<file path="src/rtl/seg_pkg.sv">
// seg_pkg: shared definitions for the 7-segment scan driver.
//   - Active-low segment patterns, bit7 = dp, bits6..0 = g..a.
//     Every pattern has bit7 set, so the dp stays dark unless it is cleared.
//   - FSM state encoding for the scanner.
package seg_pkg;

    localparam logic [7:0] SEG_0     = 8'hc0;
    localparam logic [7:0] SEG_1     = 8'hf9;
    localparam logic [7:0] SEG_2     = 8'ha4;
    localparam logic [7:0] SEG_3     = 8'hb0;
    localparam logic [7:0] SEG_4     = 8'h99;
    localparam logic [7:0] SEG_5     = 8'h92;
    localparam logic [7:0] SEG_6     = 8'h82;
    localparam logic [7:0] SEG_7     = 8'hf8;
    localparam logic [7:0] SEG_8     = 8'h80;
    localparam logic [7:0] SEG_9     = 8'h90;
    localparam logic [7:0] SEG_BLANK = 8'hff;

    typedef enum logic [1:0] {
        OFF = 2'd0,
        GAP = 2'd1,
        ON  = 2'd2
    } scan_state_t;

endpackage

</file>
<file path="src/rtl/seg_decode.sv">
// seg_decode: combinational BCD nibble to active-low 7-segment pattern.
//   nibble  in  4  BCD value; A..F decode to all segments off
//   dp      in  1  1 lights the decimal point (clears bit7)
//   blank   in  1  1 forces segments g..a off; dp still follows the dp input
//   seg     out 8  active-low segments, bit7 = dp, bits6..0 = g..a
module seg_decode
    import seg_pkg::*;
(
    input  logic [3:0] nibble,
    input  logic       dp,
    input  logic       blank,
    output logic [7:0] seg
);

    logic [7:0] base;

    always_comb begin
        case (nibble)
            4'd0:    base = SEG_0;
            4'd1:    base = SEG_1;
            4'd2:    base = SEG_2;
            4'd3:    base = SEG_3;
            4'd4:    base = SEG_4;
            4'd5:    base = SEG_5;
            4'd6:    base = SEG_6;
            4'd7:    base = SEG_7;
            4'd8:    base = SEG_8;
            4'd9:    base = SEG_9;
            default: base = SEG_BLANK;
        endcase
    end

    always_comb begin
        seg = base;
        if (blank) begin
            seg[6:0] = 7'h7f;
        end
        seg[7] = ~dp;
    end

endmodule

</file>
<file path="src/rtl/seg_scan.sv">
// seg_scan: time-multiplexed driver for an NDIG-digit common-anode display.
//   clk        in  1       system clock, rising edge
//   rst_syn    in  1       synchronous active-high reset
//   en         in  1       scan enable; 0 blanks and parks the scanner at slot 0
//   digits     in  4*NDIG  packed BCD, nibble i = digit i (digit 0 rightmost)
//   dp_mask    in  NDIG    bit i lights the decimal point of digit i
//   seg_out    out 8       registered active-low segments (bit7 = dp)
//   dig_sel    out NDIG    registered active-low digit enables
//   scan_tick  out 1       one-cycle pulse on the last cycle of each frame
// Optional build macro: LEAD_ZERO_BLANK_EN suppresses leading zeros on
// digits above digit 0.
module seg_scan
    import seg_pkg::*;
#(
    parameter int NDIG     = 4,
    parameter int PRESCALE = 1000,
    parameter int GAP_CYC  = 2
) (
    input  logic                clk,
    input  logic                rst_syn,
    input  logic                en,
    input  logic [4*NDIG-1:0]   digits,
    input  logic [NDIG-1:0]     dp_mask,
    output logic [7:0]          seg_out,
    output logic [NDIG-1:0]     dig_sel,
    output logic                scan_tick
);

    localparam int PW = $clog2(PRESCALE);
    localparam int IW = $clog2(NDIG);
    localparam logic [PW-1:0] PMAX  = PW'(PRESCALE - 1);
    localparam logic [PW-1:0] GAP_L = PW'(GAP_CYC);
    localparam logic [IW-1:0] IMAX  = IW'(NDIG - 1);

    scan_state_t           state;
    logic [PW-1:0]         pcnt, pcnt_nxt;
    logic [IW-1:0]         idx, idx_nxt;
    logic                  last_p, frame_start;
    logic [4*NDIG-1:0]     snap_dig;
    logic [NDIG-1:0]       snap_dp;
    logic [3:0]            cur_nib;
    logic                  cur_dp, cur_blank;
    logic [7:0]            dec_seg;
    logic [NDIG-1:0]       sel_on;

    // Next counter values; leaving OFF always starts slot 0 at pcnt 0, which
    // is also the cycle the snapshot is taken.
    always_comb begin
        last_p = (pcnt == PMAX);
        if (state == OFF) begin
            pcnt_nxt    = '0;
            idx_nxt     = '0;
            frame_start = 1'b1;
        end else begin
            pcnt_nxt    = last_p ? '0 : pcnt + PW'(1);
            idx_nxt     = last_p ? ((idx == IMAX) ? '0 : idx + IW'(1)) : idx;
            frame_start = last_p && (idx == IMAX);
        end
    end

    assign cur_nib = snap_dig[{idx, 2'b00} +: 4];
    assign cur_dp  = snap_dp[idx];

`ifdef LEAD_ZERO_BLANK_EN
    logic [NDIG-1:0] lz;
    logic            acc;

    // lz[i]: digit i and every more-significant digit are zero; digit 0 exempt.
    always_comb begin
        lz  = '0;
        acc = 1'b1;
        for (int unsigned i = NDIG - 1; i > 0; i--) begin
            acc   = acc & (snap_dig[4*i +: 4] == 4'h0);
            lz[i] = acc;
        end
    end

    assign cur_blank = lz[idx];
`else
    assign cur_blank = 1'b0;
`endif

    seg_decode u_dec (
        .nibble (cur_nib),
        .dp     (cur_dp),
        .blank  (cur_blank),
        .seg    (dec_seg)
    );

    always_comb begin
        sel_on      = '1;
        sel_on[idx] = 1'b0;
    end

    // Outputs are registered from the current counters (one cycle behind),
    // but reset and en=0 blank them on the very next edge.
    always_ff @(posedge clk) begin
        if (rst_syn) begin
            state     <= OFF;
            pcnt      <= '0;
            idx       <= '0;
            snap_dig  <= '0;
            snap_dp   <= '0;
            seg_out   <= SEG_BLANK;
            dig_sel   <= '1;
            scan_tick <= 1'b0;
        end else if (!en) begin
            state     <= OFF;
            pcnt      <= '0;
            idx       <= '0;
            seg_out   <= SEG_BLANK;
            dig_sel   <= '1;
            scan_tick <= 1'b0;
        end else begin
            pcnt <= pcnt_nxt;
            idx  <= idx_nxt;
            case (state)
                OFF:     state <= (GAP_CYC == 0) ? ON : GAP;
                GAP:     state <= (pcnt_nxt >= GAP_L) ? ON : GAP;
                ON:      state <= (last_p && GAP_CYC != 0) ? GAP : ON;
                default: state <= OFF;
            endcase
            if (frame_start) begin
                snap_dig <= digits;
                snap_dp  <= dp_mask;
            end
            if (state == ON) begin
                seg_out <= dec_seg;
                dig_sel <= sel_on;
            end else begin
                seg_out <= SEG_BLANK;
                dig_sel <= '1;
            end
            scan_tick <= (state != OFF) && last_p && (idx == IMAX);
        end
    end

endmodule

</file>
<file path="config.mk">
export PLATFORM = sky130hd
export DESIGN_NAME = seg_scan
export DESIGN_NICKNAME = d
export VERILOG_FILES = /design/src/rtl/seg_pkg.sv /design/src/rtl/seg_decode.sv /design/src/rtl/seg_scan.sv
export SDC_FILE = /design/constraint.sdc
export NUM_CORES = 1
export LEC_CHECK = 0
export ABC_AREA = 1
export CAP_MARGIN = 40
export CORE_MARGIN = 2
export CORE_UTILIZATION = 57
export CTS_BUF_LIST = sky130_fd_sc_hd__clkbuf_4 sky130_fd_sc_hd__clkbuf_8 sky130_fd_sc_hd__clkbuf_16
export DETAILED_ROUTE_END_ITERATION = 8
export PLACE_DENSITY = 0.95
export SETUP_SLACK_MARGIN = 0.15
export SLEW_MARGIN = 20
export SYNTH_ARGS = -nofsm -noshare
export SYNTH_HDL_FRONTEND = slang
export SYNTH_SLANG_ARGS = --single-unit
export TNS_END_PERCENT = 30
</file>
<file path="constraint.sdc">
create_clock -name clk -period 3.1 [get_ports clk]
set_clock_uncertainty 0.15 [all_clocks]
set_input_delay 0.775 -clock clk [delete_from_list [all_inputs] [get_ports clk]]
set_output_delay 0.775 -clock clk [all_outputs]
set_load 0.01 [all_outputs]
</file>
# Word-level counts from Yosys, hierarchy flattened
# Memory sizes are Yosys's and may differ from the RTL's. A register that Yosys moved wholly into a read port is not among the register bits.
# Index checks and enable logic that the tools add are counted.
[op_classes]
n_addsub = 2
mul = 0
n_div = 0
order_cmp = 3
n_eq_ne = 4
shift = 1
n_mux = 11
bitwise = 4
reduce_logical = 10
[op_table]
columns = ["op", "count"]
rows = [
  ["10-bit 2-to-1 mux", 2],
  ["16-bit by 5-bit variable part select with 4-bit output", 1],
  ["10-bit by 1-bit adder with 10-bit output (second input constant)", 1],
  ["10-bit equality test (second input constant)", 1],
  ["10-bit by 2-bit greater-or-equal comparator with 1-bit output (second input constant)", 1],
  ["2-bit 2-to-1 mux", 3],
  ["2-bit one-hot mux with 3 select lines", 1],
  ["3-bit OR reduction", 2],
  ["2-bit equality test (second input constant)", 2],
  ["1-bit logical AND", 4],
  ["4-bit NOT", 1],
  ["2-bit by 3-bit less-than comparator with 1-bit output (second input constant)", 1],
  ["1-bit 2-to-1 mux", 3],
  ["1-bit NOT", 3],
  ["2-bit by 1-bit adder with 2-bit output (second input constant)", 1],
  ["1-bit binary-select mux with 2-bit select", 1],
  ["1-bit demux with 2-bit select", 1],
  ["2-bit by 1-bit equality test with 1-bit output (second input constant)", 1],
  ["2-bit by 1-bit greater-or-equal comparator with 1-bit output (second input constant)", 1],
  ["2-bit logical NOT", 1],
  ["2-bit AND reduction", 1],
  ["2-bit nonzero test", 1],
  ["2-bit OR reduction", 1],
]
[word_totals]
regBits = 47
latch_bits = 0
ram_bits = 0
romBits = 112
word_cells = 44
memories = 1
[mem_list]
columns = ["memory", "words", "word_bits", "rd", "rd_ports_with_merged_regs", "wr", "line_no", "text"]
rows = [
  ["(name not given)", 16, 7, 1, 1, 0, "seg_decode.sv:18", "case (nibble)"],
]

# Depth between registers and ports, before layout
# Gate-level depths: netlist (run 1).
[depth]
word_depth = 6
mapped_depth = 12

# Hierarchy
# Synthesis (run 1) repeated with hierarchy kept, for this count alone.
[hier_totals]
cells_unflattened = 311
hier_area_um2 = 2204.6
[by_module_without_submodules]
columns = ["mod", "instances", "cells_per_inst", "area_each_um2"]
rows = [
  ["seg_scan", 1, 273, 1991.9],
  ["seg_decode", 1, 38, 212.7],
]

# Worst setup path after synthesis (run 1)
# OpenSTA, ideal clock, no wires.
[synth_path]
kind = "input-to-reg"
startpoint = "input port en"
endpoint = "register seg_out[6]"
setup_ns = 0.140
arrival_ns = 1.447
setup_slack_ns = 1.363
path_stages = 5
n_path_buf = 0
cell_sequence = "inv_1 -> nor2_1 -> nand2_1 -> a21oi_1 -> o21ai_0"
[synth_between]
elab_chain_len = 2
[synth_rtl]
columns = ["item", "line_no", "text"]
rows = [
  ["from (decl)", "seg_scan.sv:21", "input logic en,"],
  ["1-bit NOT (no source line)", "--", ""],
  ["3-bit OR reduction (no source line)", "--", ""],
  ["to (decl)", "seg_scan.sv:24", "output logic [7:0] seg_out,"],
]
# Every way passes these cells.
# A chain may end at the register's enable or synchronous reset.

# Worst setup path in the final report (run 1)
# Ends and elaborated chain as after synthesis.

==> qor.csv, run 1 <==
metric,value,unit
holdCritStartpoint,snap_dig[3],
first_pass_iters,4,
power_per_cell_area,429,nW/µm²
antenna_cells,0,
path_delay_family,buffers and inverters,
r2r-end,seg_out[6],
worst_pin_slew,0.547,ns
r2r_cells,7,
ys_seq_elements,47,
synth_top_area_share,42.2,%
grt_pass1_vias,1589,
fp.dieArea,4430,µm²
grt_overflow,0,
drc,0,
crit_type,input port to flip-flop,
hold_end,snap_dig[3],
rows,22,
post_cts_buffers,0,
antenna_found_initial,0,
drt_iter0_markers,124,
syn-instance-count,287,
fin_crit_sh,72.1,%
finalInstanceArea,2690,µm²
slew_violations,0,
io_buffers,35,
die-width,66.5,µm
ys_types,33,
cts_tree,done,
dpl.hpwl,3030,µm
fin_hold_ws,0.321,ns
yosysSeqAreaShare,42.2,%
status,finished clean,
grt_pass1_wl,7150,µm
track_usage,21.6,%
rr_startpoint,idx[0],
final_common_cell,nand2_1,
syn_area_per_cell,7.77,µm²
root_buffer,clkbuf_8,
crit_chain,clkdlybuf4s50_1 -> inv_1 -> nor2_1 -> nand2_1 -> a21oi_1 -> o21ai_0,
crit_slowest_cell,clkdlybuf4s50_1,
synth-xor-area-share,0.393,%
period_minus_slack,2.23,ns
mostFrequentLayoutCells,"nand2_1 (76), dfxtp_1 (47), clkdlybuf4s50_1 (35)",
start_util,60.0,%
area_growth,20.6,%
drt_wl_total,4280,µm
cp_num_buf_inv,2,
fin_nets,356,
ctsHtreeMaxLevel,2,
hold_depth,2,
crit_fanout,6,
layout-drive-gt1-share,14.8,%
cts_hold_buf,0,
synth_fa_ha_area_share,5.61,%
timing.fmax,448,MHz
gp_congestion,0.878,
crit_required,3.11,ns
end_kind,flip-flop,
max_stage_delay,0.53,ns
yosysTopAreaCell,dfxtp_1,
start_kind,input port,
clock-sinks,47,
worstPathArrival,2.25,ns
synth_compound_area_share,14.6,%
postCtsResizedCells,0,
r2r_setup_slack,0.92,ns
synth_nets,320,
detail-route-antenna-nets,0,
rsz0062_at_grt,no,
cts_made_buffers,5,
synth_top_family_by_area,simple AND/OR/NAND/NOR gates,
synth-simple-area-share,29.0,%
max_slew_margin,63.5,%
hold_viol,0,
tns,0,ns
place_area,2580,µm²
num_vias,1900,
die_h,66.5,µm
max-vdd-ir-drop,0.000301,V
routed_via_density,5.11,
finalWorstSetupSlack,0.866,ns
setup_viol,0,
clkLatencyLatePin,0.30,ns
io_pins,36,
syn_area,2230,µm²
clkTransAtPathRegs,0.08,ns
maxCapViolations,0,
routedWlPerCell,11.5,µm
dp_slack,0.608,ns
ys_warn_count,0,
fp.coreArea,3720,µm²
p_leak,1.08,nW
synth_mux_area_share,0,%
synth_area_leaders,"dfxtp_1 (42%), nand2_1 (13%), ha_1 (5.6%)",
utilization,72.4,%
clk_path_buf_depth,2,
grt_max_degree,25,
min_path_type,flip-flop to flip-flop,
where the power goes:
| part | switching, W | total, W | internal [W] |
|---|---|---|---|
| clock network | 0.000196 | 0.000408 | 0.000212 |
| registers | 0.00000894 | 0.000629 | 0.000620 |
| logic | 0.0000629 | 0.000116 | 0.0000527 |
per-layer routing:
layer	global-route usage [%]	share of wire (%)	wire length, µm
met1	26.5	44	1880
met2	35.9	49	2110
met4	6.89	1.2	53
met3	6.76	5.4	231
met5	0	0	0
per-stage QoR:
stage,instances,power [W]
after floorplan,287,0.000718
after global placement,364,0.000753
after detailed placement,364,0.000757
after CTS,372,0.00116
after global routing,372,0.00120
final,372,0.00115
kinds of logic (layout without fill, tap and decap cells):
logic type                 after synthesis  after routing
DFF                                     47             47
and+or+nand+nor                        145            145
adders and majority gates               10             10
AOI/OAI and AO/OA                       46             46
xor gates and xnor gates                 1              1
buffers and inverters                   38             75
cell type report:
class	count	area [µm²]
multi-input cells	202	1100
fillers	291	1030
flip-flops and latches	47	941
repair buffers	36	358
inverters	31	121
clock buffers	8	104
well taps	48	60.1
registers in the layout, summed over array words and instances (netlist names):
| register | cells |
|---|---|
| dig_sel | 4 |
| idx | 2 |
| pcnt | 10 |
| scan_tick | 1 |
| seg_out | 8 |
| snap_dig | 16 |
| snap_dp | 4 |
| state | 2 |
worst max-delay path by stage:
| stage | slack, ns | endpoint | depth (start not counted) | start |
|---|---|---|---|---|
| after floorplan | 1.36 | seg_out[6] | 5 | en |
| final | 0.87 | seg_out[6] | 6 | en |
| after detailed placement | 0.61 | seg_out[6] | 6 | en |
| after global routing | 0.68 | seg_out[6] | 7 | idx[0] |
| after CTS | 0.87 | seg_out[6] | 6 | en |
| after global placement | 0.66 | seg_out[6] | 6 | en |
worst register-to-register path: stages, from the launching register on:
cell,delay (ns)
dfxtp_1,0.67
inv_2,0.22
nand2_1,0.10
nand3_1,0.06
nand2_1,0.19
nand2_1,0.08
a21oi_1,0.39
o21ai_0,0.17
cell usage after synthesis, drive strengths merged:
master  count
o21bai      1
o211ai      1
nor4        2
clkinv      1
nand2      89
a211oi      5
dfxtp      47
a32oi       1
nor2       28
xor2        1
buf         5
ha         10
inv        30
nand4       1
o21ai      11
clkbuf      2
nor3        8
nand3      17
a21oi      26
a21o        1
Power figures use the tool's default switching activity.
==> inputs of run 2 (changes only) <==
Settings changed: CORE_UTILIZATION 57 to 48, PLACE_DENSITY 0.95 to 0.88.
Clock period 3.1 ns to 2.02 ns, I/O delays scaled along.
==> qor.csv, run 2 (synthesis results as in run 1) <==
metric,value,unit,change
status,finished clean,,unchanged
largest_register,snap_dig,,unchanged
antenna_found_initial,0,,unchanged
rows,24,,was 22
cp_num_buf_inv,1,,was 2
min_path_type,flip-flop to flip-flop,,unchanged
routed_via_density,5.00,,was 5.11
fin_nets,369,,was 356
setup_viol,0,,unchanged
num_vias,1946,,was 1900
reg_top3,"snap_dig (16), pcnt (10), seg_out (8)",,unchanged
grt_max_degree,21,,was 25
start_kind,flip-flop,,was input port
max_slew_margin,80.1,%,was 63.5%
track_usage,18.2,%,was 21.6%
crit_type,flip-flop to output port,,was input port to flip-flop
path_depth,1,,was 6
utilization,64.4,%,was 72.4%
maxCapViolations,0,,unchanged
m1WireLength,2010,µm,was 1880 µm
rsz0062_at_grt,no,,unchanged
die-width,72.2,µm,was 66.5 µm
ctsHtreeMaxLevel,2,,unchanged
p_leak,1.16,nW,was 1.08 nW
io_pins,36,,unchanged
crit_path_start,seg_out[6],,was en
final_common_cell,nand2_1,,unchanged
holdCritStartpoint,snap_dp[2],,was snap_dig[3]
io_buffers,35,,unchanged
clock-sinks,47,,unchanged
root_buffer,clkbuf_8,,unchanged
crit_required,1.36,ns,was 3.11 ns
slew_violations,0,,unchanged
grt_pass1_vias,1815,,was 1589
die_h,72.2,µm,was 66.5 µm
dr.max_layer_used,met4,,unchanged
detailroute.wirelength.met2,2140,µm,was 2110 µm
fp.coreArea,4410,µm²,was 3720 µm²
gp_congestion,0.935,,was 0.878
finalInstanceArea,2840,µm²,was 2690 µm²
drt_iter0_markers,116,,was 124
worst_pin_slew,0.298,ns,was 0.547 ns
power_per_cell_area,608,nW/µm²,was 429 nW/µm²
dpl.hpwl,3280,µm,was 3030 µm
crit_fanout,1,,was 6
detail-route-antenna-nets,0,,unchanged
first_pass_iters,4,,unchanged
grt_overflow,0,,unchanged
routedWlPerCell,11.3,µm,was 11.5 µm
cts_made_buffers,5,,unchanged
place_area,2670,µm²,was 2580 µm²
hold_depth,2,,unchanged
r2r_cells,11,,was 7
timing.fmax,554,MHz,
drt_wl_total,4410,µm,was 4280 µm
routed-wl-met3,189,µm,was 231 µm
numPlacedInstances,377,,was 364
clk_path_buf_depth,2,,unchanged
crit_slowest_cell,clkdlybuf4s50_1,,unchanged
period_minus_slack,1.80,ns,
start_util,50.5,%,was 60.0%
drc,0,,unchanged
layout-drive-gt1-share,20.5,%,was 14.8%
rr_startpoint,pcnt[0],,was idx[0]
end_kind,output port,,was flip-flop
mostFrequentLayoutCells,"nand2_1 (75), dfxtp_1 (43), clkdlybuf4s50_1 (35)",,"was nand2_1 (76), dfxtp_1 (47), clkdlybuf4s50_1 (35)"
area_growth,27.6,%,was 20.6%
antenna_cells,0,,unchanged
tns,0,ns,unchanged
hold_viol,0,,unchanged
max-vdd-ir-drop,0.000395,V,was 0.000301 V
grt_pass1_wl,7580,µm,was 7150 µm
crit_chain,clkdlybuf4s50_1,,was clkdlybuf4s50_1 -> inv_1 -> nor2_1 -> nand2_1 -> a21oi_1 -> o21ai_0
instances_no_fill,389,,was 372
max_stage_delay,0.53,ns,about the same
clkLatencyLatePin,0.30,ns,about the same
largest_reg_flops,16,,unchanged
worstPathArrival,1.15,ns,was 2.25 ns
cts_tree,done,,unchanged
fp.dieArea,5210,µm²,was 4430 µm²
clkTransAtPathRegs,0.08,ns,about the same
path_delay_family,buffers and inverters,,unchanged
fin_crit_sh,89.3,%,
## run 2: changes by cell type in the layout (fill, tap and decap cells not counted), sizes merged
cell,change
buf,+13
clkbuf,-2
clkinv,+1
clkinvlp,+1
## run 2: where the power goes
group	switching, W	internal (W)	leakage (nW)	total, W
Clock	0.000308	0.000255	0.0446	0.000563
Sequential	0.0000134	0.000950	0.385	0.000963
Combinational	0.000102	0.000101	0.729	0.000203
## run 2: worst paths after layout
| check | slack (ns) | end |
|---|---|---|
| worst min register to register | 0.32 | snap_dp[2] |
| worst max register to register | 0.26 | state[1] |
| worst min-delay path | 0.32 | snap_dp[2] |
| worst max-delay path | 0.22 | seg_out[6] |
## run 2: stage by stage
step / power (W) / worst slack, ns / hold slack (ns)
after floorplan: 0.00110 / 0.303 / 0.291
after global placement: 0.00117 / 0.0525 / 0.301
after detailed placement: 0.00118 / 0.00873 / 0.304
after CTS: 0.00173 / 0.184 / 0.317
after global routing: 0.00180 / 0.132 / 0.326
final: 0.00173 / 0.216 / 0.315
## run 2: repair_timing
item | in CTS | in global routing
pin swaps | 0 | 2
hold buffers | 0 | 0
resized for setup | 3 | 14
endpoints found under the setup margin | 19 | 24
setup buffers | 0 | 4
gates cloned | 0 | 0
## run 2: cell type report
| class | instances | area (µm²) |
|---|---|---|
| well taps | 52 | 65.1 |
| repair buffers | 49 | 475 |
| fillers | 367 | 1570 |
| multi-input cells | 202 | 1140 |
| clock buffers | 6 | 76.3 |
| clock inverters | 2 | 12.5 |
| inverters | 31 | 124 |
| flip-flops and latches | 47 | 948 |
## run 2: metal layers
layer / track usage (%) / vias to the layer above
met5: 0 / -
met4: 6.29 / 0
met3: 4.72 / 5
met2: 30.1 / 40
met1: 23.2 / 885
li1: - / 1016
==> RTL edit 1, RTL diff (config.mk and constraints of run 2) <==
`PRESCALE`: 1000 -> 250.
--- a/src/rtl/seg_scan.sv
+++ b/src/rtl/seg_scan.sv
@@ -13,7 +13,7 @@
     import seg_pkg::*;
 #(
     parameter int NDIG     = 4,
-    parameter int PRESCALE = 1000,
+    parameter int PRESCALE = 250,
     parameter int GAP_CYC  = 2
 ) (
     input  logic                clk,
Function: same outputs for any inputs over 10 cycles, from zero or initial values and one cycle with rst_syn high; that may be too few to reach the edited logic, so the function may still have changed.
==> RTL edit 1 against run 2 <==
  * Sequential cell count decreased by 2
  * Cell area decreased by 5.4%
  * Sequential power down 3.9%
  * Sequential share of layout area increased by 0.26 points
  * Wire length fell by 11%
  * Power is 4.2% higher
  * Largest power group unchanged
  * Area after synthesis shrank 4.6%
  * Setup slack got worse by 0.010 ns
==> RTL edit 1: results (changes against run 2) <==
Status
  – Status: finished clean

Cells and area
  – Register share of the cell area: 0.3361 (+0.002643)
  – Top flop regs: snap_dig: 16 flops, pcnt: 8 flops, seg_out: 8 flops
  – Clock-cell share of area: 0.04184 (+0.01060)
  – Layout area overhead: 26.53%
  – # fillers: 378 (+3.0%)
  – FF+latch count: 45 (-4.3%)
  – Buffering overhead: 0.1664 (-0.0007454)
  – Number of multi-input logic gates: 190 (-5.9%)
  – Multi-input combinational area share: 0.3966 (-0.005114)
  – Number of non-clock inverters in the layout: 23 (-26%)
  – Fin cells: 366 (-5.9%)
  – Clk_buf instances: 5 (-1)

Pwr
  – Switching portion of total power: 0.2355 (-0.008961)
  – Max VDD drop: 0.4469 mV (+13%)
  – Comb. pwr: 197 µW (-3%)
  – Lkg Pwr: 0.001031 µW (-11%)
  – Sw power: 424.3 µW (+0.40%)
  – Power share of the clock group: 0.377 (+0.051)

Floorplan
  – Die ar.: 4980 µm² (-4.3%)

CTS
  – Cts repair resizes: 0 (-3)
  – Root Driver: clkbuf_8

Synthesis
  – Synth unique cells: 34 (+3.0%)
  – Syn Inst Count: 266 (-7.3%)
  – Top post-synthesis cells by area: dfxtp_1 (42%), nand2_1 (12%), ha_1 (6.5%)
  – Sequential share of the synthesized area: 0.4235 (+0.001532)
  – Post-Synth XOR/XNOR Area: 0.004118 (+0.0001895)
  – Synth cell count leaders: nand2_1 (70), dfxtp_1 (45), nor2_1 (25)
  – Post-Synth Adder-Cell Area: 0.06471 (+0.008589)
  – Synth Net Count: 300 (-6.3%)

Worst setup path
  – Reg-to-Reg End: seg_out[4]
  – Internal reg-to-reg setup slack: 0.30 ns (+0.04 ns)
  – Worst path slowest cell: clkdlybuf4s50_1
  – Critical Path Sink: dig_sel[0]
  – R2R depth: 9 (-2)
  – Critical path startpoint: dig_sel[0]

Timing
  – Final Hold Slack: 0.3004 ns (-0.01496 ns)
  – Final worst path period share: 0.8980 (+0.005054)
  – Least-Margin Pin Slew: 0.4008 ns (+0.1030 ns)

Detailed routing
  – Routed Wire Length: 3927 µm (-11%)
  – Vias post-DR: 1780 (-8.5%)
  – 1st-pass router iterations: 5 (+1)
  – DR iter-0 viols: 80 (-31%)

Min path
  – Min-delay src: pcnt[0]
  – Hold EP: pcnt[0]
  – Hold Path Stages: 1 (-1)

Global route
  – Total GRT Usage: 0.1724 (-0.009930)
  – Vias in the first global route: 1662 (-8.4%)
  – First-pass GRT wire length: 6996 µm (-7.7%)

Placed design
  – DP Worst Slack: -0.01526 ns (-0.02399 ns)
  – HPWL Detailed: 2933 µm (-10%)
  – Routability congestion estimate: 0.8369 (-11%)
  – Area post-placement: 2557 µm² (-4.2%)
  – DP Cell Count: 356 (-5.6%)
[RTL edit 1: cell types whose count changed in the layout (fill, tap and decap cells not counted), moves of 3 or more]
cell	delta
nand2_2	+3
nand3_1	-4
nor3_1	-4
inv_1	-10
a21oi_1	+4
inv_2	+3
nand2_1	-5
[RTL edit 1: cells by family (layout without fill, tap and decap cells)]
logic type,after synthesis,after routing
adders and majority gates,11,11
DFF,45,45
xor gates and xnor gates,1,1
AOI/OAI and AO/OA,49,49
and+or+nand+nor,129,129
buffers and inverters,31,79
[RTL edit 1: layer usage]
| metal | vias up | wire length [µm] | global-route usage |
|---|---|---|---|
| met5 | - | 0 | 0 |
| met4 | 0 | 53 | 0.05660 |
| met3 | 6 | 193 | 0.05128 |
| met2 | 39 | 1823 | 0.2935 |
| met1 | 791 | 1857 | 0.2099 |
| li1 | 944 | - | - |
==> RTL edit 2, RTL diff (flow settings as in run 2) <==
Made on the original files. Add an input register stage for `en`, `digits` and `dp_mask`; this delays them by one clock.
--- a/src/rtl/seg_scan.sv
+++ b/src/rtl/seg_scan.sv
@@ -31,6 +31,16 @@
     localparam logic [PW-1:0] PMAX  = PW'(PRESCALE - 1);
     localparam logic [PW-1:0] GAP_L = PW'(GAP_CYC);
     localparam logic [IW-1:0] IMAX  = IW'(NDIG - 1);
+
+    logic en_q;
+    logic [4*NDIG-1:0] digits_q;
+    logic [NDIG-1:0] dp_mask_q;
+
+    always_ff @(posedge clk) begin
+        en_q      <= en;
+        digits_q  <= digits;
+        dp_mask_q <= dp_mask;
+    end
 
     scan_state_t           state;
     logic [PW-1:0]         pcnt, pcnt_nxt;
@@ -104,7 +114,7 @@
             seg_out   <= SEG_BLANK;
             dig_sel   <= '1;
             scan_tick <= 1'b0;
-        end else if (!en) begin
+        end else if (!en_q) begin
             state     <= OFF;
             pcnt      <= '0;
             idx       <= '0;
@@ -121,8 +131,8 @@
                 default: state <= OFF;
             endcase
             if (frame_start) begin
-                snap_dig <= digits;
-                snap_dp  <= dp_mask;
+                snap_dig <= digits_q;
+                snap_dp  <= dp_mask_q;
             end
             if (state == ON) begin
                 seg_out <= dec_seg;
Function: changed (Yosys sat finds a counterexample within 10 cycles, from zero or initial values and one cycle with rst_syn high).
==> RTL edit 2 against run 2 <==
  * Cell area increased by 19%
  * Clock power increased to 2.6 times the old value
  * Sequential power increased by 46%
  * Critical endpoint is now dig_sel[3]
  * Setup slack got worse by 0.060 ns
  * Via count increased by 11%
  * Largest cell class is now sequential cells
  * Power increased by 78%
  * First-iteration DRC count increased by 40%
  * Global-route usage increased by 0.45 points
  * Critical path depth unchanged
  * Sequential cell count increased by 21
  * Sequential share of layout area increased by 7.2 points
  * Area after synthesis increased by 18%
  * Wire length increased by 22%
==> RTL edit 2: results (changes against run 2) <==
Synthesis
  – Register bit total from synthesis: 68 (+45%)
  – Synth unique cells: 32 (-3.0%)
  – Synth Net Count: 342 (+6.9%)
  – Synth cell count leaders: nand2_1 (82), dfxtp_1 (68), nor2_1 (26)
  – Syn Inst Count: 309 (+7.7%)
  – Top post-synthesis cells by area: dfxtp_1 (52%), nand2_1 (12%), ha_1 (4.7%)

Timing
  – Least-Margin Pin Slew: 0.3789 ns (+0.08111 ns)
  – Final Hold Slack: 0.2934 ns (-0.02196 ns)
  – Fin worst setup slack: 0.1563 ns (-0.05996 ns)

CTS
  – Clock latency on the worst-skew pair: 0.34 ns (+0.04 ns)
  – H-tree depth: 3 (+1)
  – Cts repair resizes: 2 (-1)
  – Cts bufs inserted: 9 (+4)

Cells and area
  – Final nets: 387 (+4.9%)
  – Layout cells sized above 1: 0.2117 (+0.006951)
  – Clk_buf instances: 10 (+4)
  – Non-clock buffers: 43 (-12%)
  – Buffering overhead: 0.1231 (-0.04412)
  – # fillers: 395 (+7.6%)
  – Multi-input combinational area share: 0.3326 (-0.06908)
  – Number of multi-input logic gates: 204 (+0.99%)
  – Top flop regs: digits_q: 16 flops, snap_dig: 16 flops, pcnt: 10 flops
  – FF/Latch Area: 1371 µm² (+45%)
  – Number of non-clock inverters in the layout: 28 (-9.7%)
  – Clock-cell share of area: 0.08019 (+0.04896)
  – Cell area after layout: 3386 µm² (+19%)

Detailed routing
  – Met2 Routed Length: 2738 µm (+28%)
  – DRT met1 WL: 2201 µm (+9.6%)
  – Via density: 5.030 (+0.55%)
  – Met3 WL: 299 µm (+58%)
  – 1st-pass router iterations: 4 (unchanged)

Global route
  – Total GRT Usage: 0.1869 (+0.004533)
  – Grt met1 use: 0.1966 (-0.03494)
  – First-pass GRT wire length: 8797 µm (+16%)
  – Grt met3 use: 0.04483 (-0.002395)
  – Met2 usage: 0.3345 (+0.03377)

Worst setup path
  – R2R depth: 9 (-2)
  – Internal reg-to-reg setup slack: 0.23 ns (-0.03 ns)

Placed design
  – Routability congestion estimate: 0.9189 (-1.8%)
  – DP Cell Count: 413 (+9.5%)
  – HPWL Detailed: 3713 µm (+13%)

Status
  – Status: finished clean

Pwr
  – Max VDD drop: 0.9114 mV (+130%)

Floorplan
  – Die ar.: 6104 µm² (+17%)
RTL edit 2: changes by cell type in the layout (fill, tap and decap cells not counted), moves of 3 or more:
cell,before,now
inv_1,26,23
nand2_1,75,81
a21oi_1,14,18
bufinv_16,0,4
clkbuf_8,5,10
nor3_1,8,3
dfxtp_1,43,64
buf_4,11,7
RTL edit 2: logic make-up after synthesis:
logic type / count (synthesis) / share of synthesized area
DFF: 68 / 0.5161
adders and majority gates: 10 / 0.04744
and+or+nand+nor: 143 / 0.2353
AOI/OAI and AO/OA: 51 / 0.1309
buffers and inverters: 37 / 0.07021
RTL edit 2: final timing paths:
check | startpoint | to
hold / removal | digits_q[11] | snap_dig[11]
setup reg to reg | pcnt[1] | snap_dig[4]
hold reg to reg | digits_q[11] | snap_dig[11]
setup / recovery | dig_sel[3] | dig_sel[3]
RTL edit 2: report_power, final:
group | internal, µW | switching, µW | total (µW)
registers | 1390 | 23.1 | 1410
logic | 82.9 | 91.3 | 174
clock network | 980 | 506 | 1490
